## src/rtl/uart_arbiter_pkg.sv

```systemverilog
// Shared types and constants for the UART port arbiter.
package uart_arbiter_pkg;

    localparam int WORD_W = 32;

    typedef enum logic [1:0] {
        IDLE,
        ISSUE,
        WAIT,
        DRAIN
    } arb_state_t;

    typedef enum logic {
        OP_READ,
        OP_WRITE
    } arb_op_t;

endpackage

```

## src/rtl/uart_rr_picker.sv

```systemverilog
// Combinational round-robin picker: first pending requester at or after the
// pointer, wrapping around. Emits a one-hot grant plus a valid flag.
module uart_rr_picker #(
    parameter int NUM_REQ   = 2,
    parameter int REQ_IDX_W = $clog2(NUM_REQ)
) (
    input  logic [NUM_REQ-1:0]   pending_i,
    input  logic [REQ_IDX_W-1:0] ptr_i,
    output logic [NUM_REQ-1:0]   grant_o,
    output logic                 valid_o
);

    logic [2*NUM_REQ-1:0] dbl;
    logic [2*NUM_REQ-1:0] hot2;

    // Rotate the doubled pending vector so the pointer lands on bit 0, pick the
    // lowest set bit, then fold the doubled one-hot back onto NUM_REQ bits.
    always_comb begin
        dbl  = {pending_i, pending_i} >> ptr_i;
        hot2 = '0;
        for (int k = NUM_REQ - 1; k >= 0; k--) begin
            if (dbl[k]) begin
                hot2 = {{(2*NUM_REQ-1){1'b0}}, 1'b1} << (int'(ptr_i) + k);
            end
        end
        grant_o = hot2[NUM_REQ-1:0] | hot2[2*NUM_REQ-1:NUM_REQ];
        valid_o = |pending_i;
    end

endmodule

```

## src/rtl/uart_arbiter.sv

```systemverilog
// Round-robin arbiter sharing one word-wide UART port between NUM_REQ
// requesters. One transaction in flight at a time; a DRAIN cycle after each
// completion swallows the UART's second write-response pulse.
module uart_arbiter
    import uart_arbiter_pkg::*;
#(
    parameter int NUM_REQ   = 2,
    parameter int REQ_IDX_W = $clog2(NUM_REQ)
) (
    input  logic                      clk,
    input  logic                      rst_n,
    input  logic [NUM_REQ-1:0]        req_read_i,
    input  logic [NUM_REQ-1:0]        req_write_i,
    input  logic [NUM_REQ*WORD_W-1:0] req_write_data_i,
    output logic [NUM_REQ-1:0]        req_read_response_o,
    output logic [NUM_REQ-1:0]        req_write_response_o,
    output logic [WORD_W-1:0]         req_read_data_o,
    output logic                      uart_read_o,
    output logic                      uart_write_o,
    output logic [WORD_W-1:0]         uart_write_data_o,
    input  logic                      uart_read_response_i,
    input  logic                      uart_write_response_i,
    input  logic [WORD_W-1:0]         uart_read_data_i,
    output logic [NUM_REQ-1:0]        grant_o,
    output logic                      busy_o,
    output logic                      proto_err_o
);

    arb_state_t           state_q, state_d;
    arb_op_t              op_q, op_d;
    logic [REQ_IDX_W-1:0] ptr_q, ptr_d;
    logic [REQ_IDX_W-1:0] owner_q, owner_d;
    logic [NUM_REQ-1:0]   grant_q, grant_d;
    logic [NUM_REQ-1:0]   rd_resp_q, rd_resp_d;
    logic [NUM_REQ-1:0]   wr_resp_q, wr_resp_d;
    logic                 uart_rd_q, uart_rd_d;
    logic                 uart_wr_q, uart_wr_d;
    logic [WORD_W-1:0]    wdata_q, wdata_d;
    logic [WORD_W-1:0]    rdata_q, rdata_d;
    logic                 busy_q, busy_d;
    logic                 err_q, err_d;

    logic [NUM_REQ-1:0]   pending;
    logic [NUM_REQ-1:0]   pick_grant;
    logic                 pick_valid;
    logic [REQ_IDX_W-1:0] pick_idx;
    logic [WORD_W-1:0]    pick_wdata;
    logic                 pick_wr;
    logic                 done;

    assign pending = req_read_i | req_write_i;

    uart_rr_picker #(
        .NUM_REQ   (NUM_REQ),
        .REQ_IDX_W (REQ_IDX_W)
    ) u_picker (
        .pending_i (pending),
        .ptr_i     (ptr_q),
        .grant_o   (pick_grant),
        .valid_o   (pick_valid)
    );

    // Translate the one-hot pick into an index, its write word and its op.
    always_comb begin
        pick_idx   = '0;
        pick_wdata = '0;
        pick_wr    = 1'b0;
        for (int i = 0; i < NUM_REQ; i++) begin
            if (pick_grant[i]) begin
                pick_idx   = REQ_IDX_W'(i);
                pick_wdata = req_write_data_i[i*WORD_W +: WORD_W];
                pick_wr    = req_write_i[i];
            end
        end
    end

    // Next-state and registered-output logic of the arbitration FSM.
    always_comb begin
        state_d   = state_q;
        op_d      = op_q;
        ptr_d     = ptr_q;
        owner_d   = owner_q;
        grant_d   = grant_q;
        rd_resp_d = '0;
        wr_resp_d = '0;
        uart_rd_d = 1'b0;
        uart_wr_d = 1'b0;
        wdata_d   = wdata_q;
        rdata_d   = rdata_q;
        err_d     = err_q;
        done      = 1'b0;

        case (state_q)
            IDLE: begin
                if (uart_read_response_i || uart_write_response_i) begin
                    err_d = 1'b1;
                end
                if (pick_valid) begin
                    owner_d = pick_idx;
                    grant_d = pick_grant;
                    // Write wins when both bits are set; the read stays pending.
                    if (pick_wr) begin
                        op_d      = OP_WRITE;
                        uart_wr_d = 1'b1;
                        wdata_d   = pick_wdata;
                    end else begin
                        op_d      = OP_READ;
                        uart_rd_d = 1'b1;
                    end
                    state_d = ISSUE;
                end
            end
            ISSUE: begin
                if (uart_read_response_i || uart_write_response_i) begin
                    err_d = 1'b1;
                end
                state_d = WAIT;
            end
            WAIT: begin
                if (op_q == OP_READ) begin
                    if (uart_write_response_i) begin
                        err_d = 1'b1;
                    end
                    if (uart_read_response_i) begin
                        rd_resp_d = grant_q;
                        rdata_d   = uart_read_data_i;
                        done      = 1'b1;
                    end
                end else begin
                    if (uart_read_response_i) begin
                        err_d = 1'b1;
                    end
                    if (uart_write_response_i) begin
                        wr_resp_d = grant_q;
                        done      = 1'b1;
                    end
                end
                if (done) begin
                    grant_d = '0;
                    ptr_d   = (owner_q == REQ_IDX_W'(NUM_REQ - 1)) ? '0 : owner_q + 1'b1;
                    state_d = DRAIN;
                end
            end
            DRAIN: begin
                // Responses here are the tail of a two-cycle write pulse.
                state_d = IDLE;
            end
            default: begin
                state_d = IDLE;
            end
        endcase

        busy_d = (state_d != IDLE);
    end

    // State and output registers; async reset returns everything to idle zeros.
    always_ff @(posedge clk or negedge rst_n) begin
        if (!rst_n) begin
            state_q   <= IDLE;
            op_q      <= OP_READ;
            ptr_q     <= '0;
            owner_q   <= '0;
            grant_q   <= '0;
            rd_resp_q <= '0;
            wr_resp_q <= '0;
            uart_rd_q <= 1'b0;
            uart_wr_q <= 1'b0;
            wdata_q   <= '0;
            rdata_q   <= '0;
            busy_q    <= 1'b0;
            err_q     <= 1'b0;
        end else begin
            state_q   <= state_d;
            op_q      <= op_d;
            ptr_q     <= ptr_d;
            owner_q   <= owner_d;
            grant_q   <= grant_d;
            rd_resp_q <= rd_resp_d;
            wr_resp_q <= wr_resp_d;
            uart_rd_q <= uart_rd_d;
            uart_wr_q <= uart_wr_d;
            wdata_q   <= wdata_d;
            rdata_q   <= rdata_d;
            busy_q    <= busy_d;
            err_q     <= err_d;
        end
    end

    assign req_read_response_o  = rd_resp_q;
    assign req_write_response_o = wr_resp_q;
    assign req_read_data_o      = rdata_q;
    assign uart_read_o          = uart_rd_q;
    assign uart_write_o         = uart_wr_q;
    assign uart_write_data_o    = wdata_q;
    assign grant_o              = grant_q;
    assign busy_o               = busy_q;
    assign proto_err_o          = err_q;

endmodule

```

## config.mk

```make
export PLATFORM = sky130hd
export DESIGN_NAME = uart_arbiter
export DESIGN_NICKNAME = d
export VERILOG_FILES = /design/src/rtl/uart_arbiter_pkg.sv /design/src/rtl/uart_rr_picker.sv /design/src/rtl/uart_arbiter.sv
export SDC_FILE = /design/constraint.sdc
export NUM_CORES = 1
export LEC_CHECK = 0
export CAP_MARGIN = 0
export CORE_UTILIZATION = 35
export CTS_CLUSTER_SIZE = 8
export DETAILED_ROUTE_END_ITERATION = 8
export GPL_ROUTABILITY_DRIVEN = 0
export PLACE_DENSITY = 0.74
export SLEW_MARGIN = 20
export SYNTH_ARGS = -nofsm -noshare
export SYNTH_HDL_FRONTEND = slang
export SYNTH_SLANG_ARGS = --single-unit
```

## constraint.sdc

```tcl
create_clock -name clk -period 1.59 [get_ports clk]
set_input_delay 0.3975 -clock clk [delete_from_list [all_inputs] [get_ports clk]]
set_output_delay 0.3975 -clock clk [all_outputs]
set_load 0.005 [all_outputs]
```

# ---- Word-level counts from Yosys, hierarchy flattened
# Index checks and enable logic that the tools add are counted.
dict set report op_classes {
  bitwise_logic 3
  div_mod_pow 0
  multipliers 0
  mux 35
  n_shift 3
  addsub 2
  order_cmp 0
  n_eq_ne 8
  n_reduce_logical 13
}
# operator count
set op_table {}
lappend op_table {{$mux W32} 2}
lappend op_table {{$shl A1 B32 Y4 const A} 1}
lappend op_table {{$mux W2} 10}
lappend op_table {{$mux W1} 18}
lappend op_table {{$reduce_and A3 Y1} 3}
lappend op_table {{$mux W4} 2}
lappend op_table {{$pmux W2 S4} 1}
lappend op_table {{$ne A3 B3 Y1 const B} 2}
lappend op_table {{$reduce_bool A2 Y1} 3}
lappend op_table {{$eq A2 B2 Y1 const B} 2}
lappend op_table {{$ne A2 B2 Y1 const B} 2}
lappend op_table {{$or A2 B2 Y2} 2}
lappend op_table {{$pmux W2 S2} 1}
lappend op_table {{$reduce_and A2 Y1} 2}
lappend op_table {{$reduce_and A4 Y1} 1}
lappend op_table {{$reduce_or A2 Y1} 2}
lappend op_table {{$shl A1 B1 Y4 const A} 1}
lappend op_table {{$shr A4 B1 Y2} 1}
lappend op_table {{$add A1 B1 Y2 const B} 1}
lappend op_table {{$eq A2 B1 Y1 const B} 1}
lappend op_table {{$logic_not A2 Y1} 1}
lappend op_table {{$ne A2 B1 Y1 const B} 1}
lappend op_table {{$pmux W1 S2} 1}
lappend op_table {{$add A1 B1 Y1 const B} 1}
lappend op_table {{2 further kinds} 2}
dict set report word_totals {
  latch_bits 0
  memories 0
  input_bits 104
  wordCells 77
  mem_bits_rw 0
  register_bits 79
  rom_bits 0
  output_inout_bits 74
}

# ---- Logic depth before layout (Yosys ltp)
dict set report depth {
  depth_word 10
  depth_mapped 8
}

# ---- By module
# Synthesis repeated with hierarchy kept, for this count alone.
dict set report unflattened {
  hier_cells 249
  hier_area_um2 3567.2
}
# module seq_area_each_um2 n_inst area_each_um2 cells_per_inst
set by_module_without_submodules {}
lappend by_module_without_submodules {uart_arbiter 1976.9 1 3542.1 245}
lappend by_module_without_submodules {uart_rr_picker 0.0 1 25.0 4}

# ---- Least setup slack after synthesis
# No wires, ideal clock.
dict set report synth_timing {
  path_kind {reg2reg}
  from {register state_q[0]}
  to {register rdata_q[10] (netlist: req_read_data_o[10])}
  required_time_ns 1.465
  synth_period_minus_slack_ns 1.615
  slack_ns -0.025
  arrival_ns 1.491
  stages_incl_launch_ff 7
  path_buffers 2
  path_cell_list {dfrtp_1 > inv_1 > ha_1 > buf_2 > nand3b_1 > buf_2 > mux2_2}
}
dict set report synth_between {
  elab_chain_cells 2
}
# item line_no
set synth_rtl {}
lappend synth_rtl {{from (decl)} uart_arbiter.sv:29} ;# arb_state_t state_q, state_d;
lappend synth_rtl {{from (signal assigned)} uart_arbiter.sv:173} ;# state_q <= state_d;
lappend synth_rtl {{$eq A2 B2 Y1} uart_arbiter.sv:93} ;# case (state_q)
lappend synth_rtl {{$reduce_and A3 Y1 (no source line)} --}
lappend synth_rtl {{to (signal assigned)} uart_arbiter.sv:183} ;# rdata_q <= rdata_d;
lappend synth_rtl {{to (decl)} uart_arbiter.sv:39} ;# logic [WORD_W-1:0] rdata_q, rdata_d;
# No other way between the ends.
# A chain may end at the register's enable or synchronous reset.

# ---- Worst setup path in the final report
dict set report layout_timing {
  from {register rd_resp_q[0] (netlist: req_read_response_o[0])}
  to {output req_read_response_o[0]}
}
# item line_no
set layout_lines {}
lappend layout_lines {{from (decl)} uart_arbiter.sv:34} ;# logic [NUM_REQ-1:0] rd_resp_q, rd_resp_d;
lappend layout_lines {{from (signal assigned)} uart_arbiter.sv:178} ;# rd_resp_q <= rd_resp_d;
lappend layout_lines {{to (decl)} uart_arbiter.sv:15} ;# output logic [NUM_REQ-1:0] req_read_response_o,
# No word-level cell between the ends.

==> results.txt <==
The maximum number of pins on one net before global-route repair is 80. The largest total area in the synthesized netlist belongs to dfrtp_1. The worst-path maximum fanout came out at 1. In the final layout, the multi-input gates occupy 0.001494 mm².

The endpoint class of the critical path is a primary output. The endpoint of the worst setup timing path is req_read_response_o[0]. The depth of the worst register-to-register path came out at 7. The startpoint of the worst setup timing path is req_read_response_o[0]. The share of synthesized area occupied by flip-flops and latches is 55.83%.

The iteration-0 DRC count of the detailed router is 85. The average vias per placed instance came out at 4.693. The effective utilization at floorplan came out at 36.23%. The post-DP HPWL came out at 6.661 mm. The final net count is 596.

Summing all flip-flop and latch instances after layout gives 0.001977 mm². The core region is 0.009774 mm². The overflow left after global routing is 0. The overall via count from detail_route came out at 2938. The total CTS buffers is 9. After synthesis, the mean cell area works out to 12.92 µm².

Setup repair after global routing left no endpoint under its margin. The detail route stage leaves a number of antenna-violating nets equal to 0. The number of primary I/O pins is 178. The detailed-route wire length is 10.02 mm. In this run the core area contains 36 standard-cell rows. The async set or reset register ratio after synthesis is 100.0%. The fraction of final layout cells sized beyond drive strength 1 came out at 36.92%. The initial antenna violation count was 0.

The number of failing hold endpoints at the final stage came out at 0. The clock insertion delay at the later pin of the skew report is 340 ps. The worst ir drop on vdd is 709.3 µV. The power density over the cells came out at 1675 mW/mm².

STA classifies the critical path startpoint as a register. The final critical-path required period came out at 1554 ps. Global routing used 16.83% of the available tracks across all layers. The TritonCTS clock tree is yes. The headroom to the max-slew limit is 71.94%. The length of the first detailed-routing pass in iterations came out at 4. The path class of the lowest-slack min-delay path is primary input to async pin. The share of the clock period used by the worst path after layout is 97.71%. Counting the fill cells in the layout gives 840. The first global-routing pass estimated 13.48 mm of wire. The arrival time of data at the critical path endpoint came out at 1160 ps. The floorplan step set the die width to 102.6 µm. The max-cap violation count is 0.

Relative to the synthesized area, the layout overhead comes to 74.03%. The worst register-to-register path ends at uart_write_data_o[10]. Leaving out fill and tap cells, the most frequent cells in the layout are clkdlybuf4s50_1 (99), dfrtp_1 (79), dlygate4sd2_1 (69). The number of global-route vias before repair is 2794. The routed wire length per instance came out at 16.01 µm.

In the post-route analysis, the smallest setup slack over all paths is 36.34 ps. On the critical path, the stage with the largest delay is an instance of clkdlybuf4s50_1. The launch point of the worst reg-to-reg path is ptr_q. The slew at the pin closest to its max-slew limit is 420.9 ps. Setup total negative slack on the finished layout was measured at 0 ps. The number of input and output port buffers inserted is 177. The die is 102.6 µm tall. In the synthesized netlist the dominant register cell turns out to be dfrtp_1.

The synthesized flop and latch total is 79. After synthesis, the cell types taking the most area are dfrtp_1 (56%), mux2_2 (10%), o21ai_2 (7.9%). After detailed routing, the number of remaining DRC violations is 0. The worst setup path is of the register to primary output kind. In this run the deepest clock path goes through 2 buffers. The post-synthesis cell type count came out at 33. The net count after synthesis came out at 380. The total stage count of the critical path is 1. Leaving out fill and tap cells, the most frequent cell in the layout is clkdlybuf4s50_1. The count of flip-flops with a built-in enable after synthesis is 0. The largest incremental delay on the critical path is 500 ps.

The cell family contributing the most delay on the critical path is buffers and inverters. The number of max-slew violations in the final report came to 0. The floorplan step defined a die boundary enclosing 0.01052 mm².

The clock-pin slew of the registers on the worst-case setup and hold paths came out at 80 ps. The number of sinks handled by clock tree synthesis is 79. The flow ran to the end, and the final reports show no timing, DRC or antenna violations. The antenna diode count is 0. The maximum achievable frequency is 0.6436 GHz. The setup skew after layout is 6.923 ps.

The design draws 0.01032 W. In this run the biggest area consumer among cell types represents 55.83% of the synthesized area. The number of buffers and inverters on the critical path is 1. The number of cells produced by synthesis is 274. The number of failing setup endpoints in the final timing report is 0. The tree is rooted in a clkbuf_8.

The setup slack on the worst flop-to-flop path is 70 ps. For the worst setup path, the data required time is 1190 ps. The worst setup slack before clock tree synthesis came out at -349.6 ps. The number of warning messages in the yosys log came out at 0.

The CTS H-tree depth is 3. The reported leakage power came out at 2.880 nW. After synthesis the cells add up to 0.003541 mm². Traced cell by cell, the critical path runs through clkdlybuf4s50_1.

The core occupancy in the finished layout is 63.04%.
==> report_power, final <==
group	switching (W)	internal, W	total [W]
registers	0.000470	0.00291	0.00338
logic	0.00223	0.00305	0.00529
clock network	0.000693	0.000953	0.00165
total	0.00340	0.00692	0.0103
==> routing by layer <==
layer / routed length, µm / vias up / GRT usage [%]
met2: 5227 / 101 / 30.41
met4: 97 / 0 / 6.593
met1: 4123 / 1412 / 19.73
li1: - / 1416 / -
met5: 0 / - / 0
met3: 574 / 9 / 3.051
==> flip-flops by register name, summed over array words and instances, names as in the netlist, 2 cells and up <==
register              flops
grant_o                   2
uart_write_data_o        32
req_read_data_o          32
req_read_response_o       2
state_q                   2
req_write_response_o      2
==> per-stage QoR <==
stage          hold WS, ps  cell area (µm²)  cells
2_1_floorplan        101.9             3541    274
3_3_place_gp         437.3             5543    586
3_5_place_dp         435.0             5543    586
4_1_cts              79.88             5803    617
5_1_grt              93.01             6162    626
6_report             67.35             6162    626
==> Yosys cell counts, types with 3 or more instances <==
library cell,n
dfrtp_1,79
a22oi_1,34
mux2_2,32
nand2_2,32
o21ai_2,32
buf_2,9
nor2_1,8
inv_1,6
buf_12,5
mux2i_1,4
a21oi_1,3
==> how the worst min path moves through the flow <==
stage	to	slack, ps	cells past startpoint
finish	req_read_data_o[29]	70	2
detailed placement	ptr_q	430	1
global route	req_read_data_o[27]	90	2
global placement	ptr_q	440	1
CTS	req_read_data_o[27]	80	2
floorplan	busy_o	100	0
==> logic make-up after synthesis <==
kind of cell               Yosys count  synth area share, %
adders and majority gates            2               0.7066
DFF                                 79                55.83
AOI/OAI and AO/OA                   79                17.74
buffers and inverters               25                5.477
muxes                               36                11.31
and+or+nand+nor                     53                8.940
==> cell type report <==
cell class	count	area share [%]
timing repair buffer	223	36.99
clock inverter	3	1.096
sequential	79	32.08
inverter	7	0.4264
tap	133	2.701
clock buffer	11	2.457
multi-input combinational	170	24.24
==> repair_timing <==
item / in CTS / in global routing
endpoints found under the setup margin: 69 / 39
buffers inserted: 17 / 1
pin swaps: 0 / 2
hold buffers: 0 / 0
gates resized for setup: 69 / 38
cloned: 0 / 8
(Power assumes the default switching activity.)
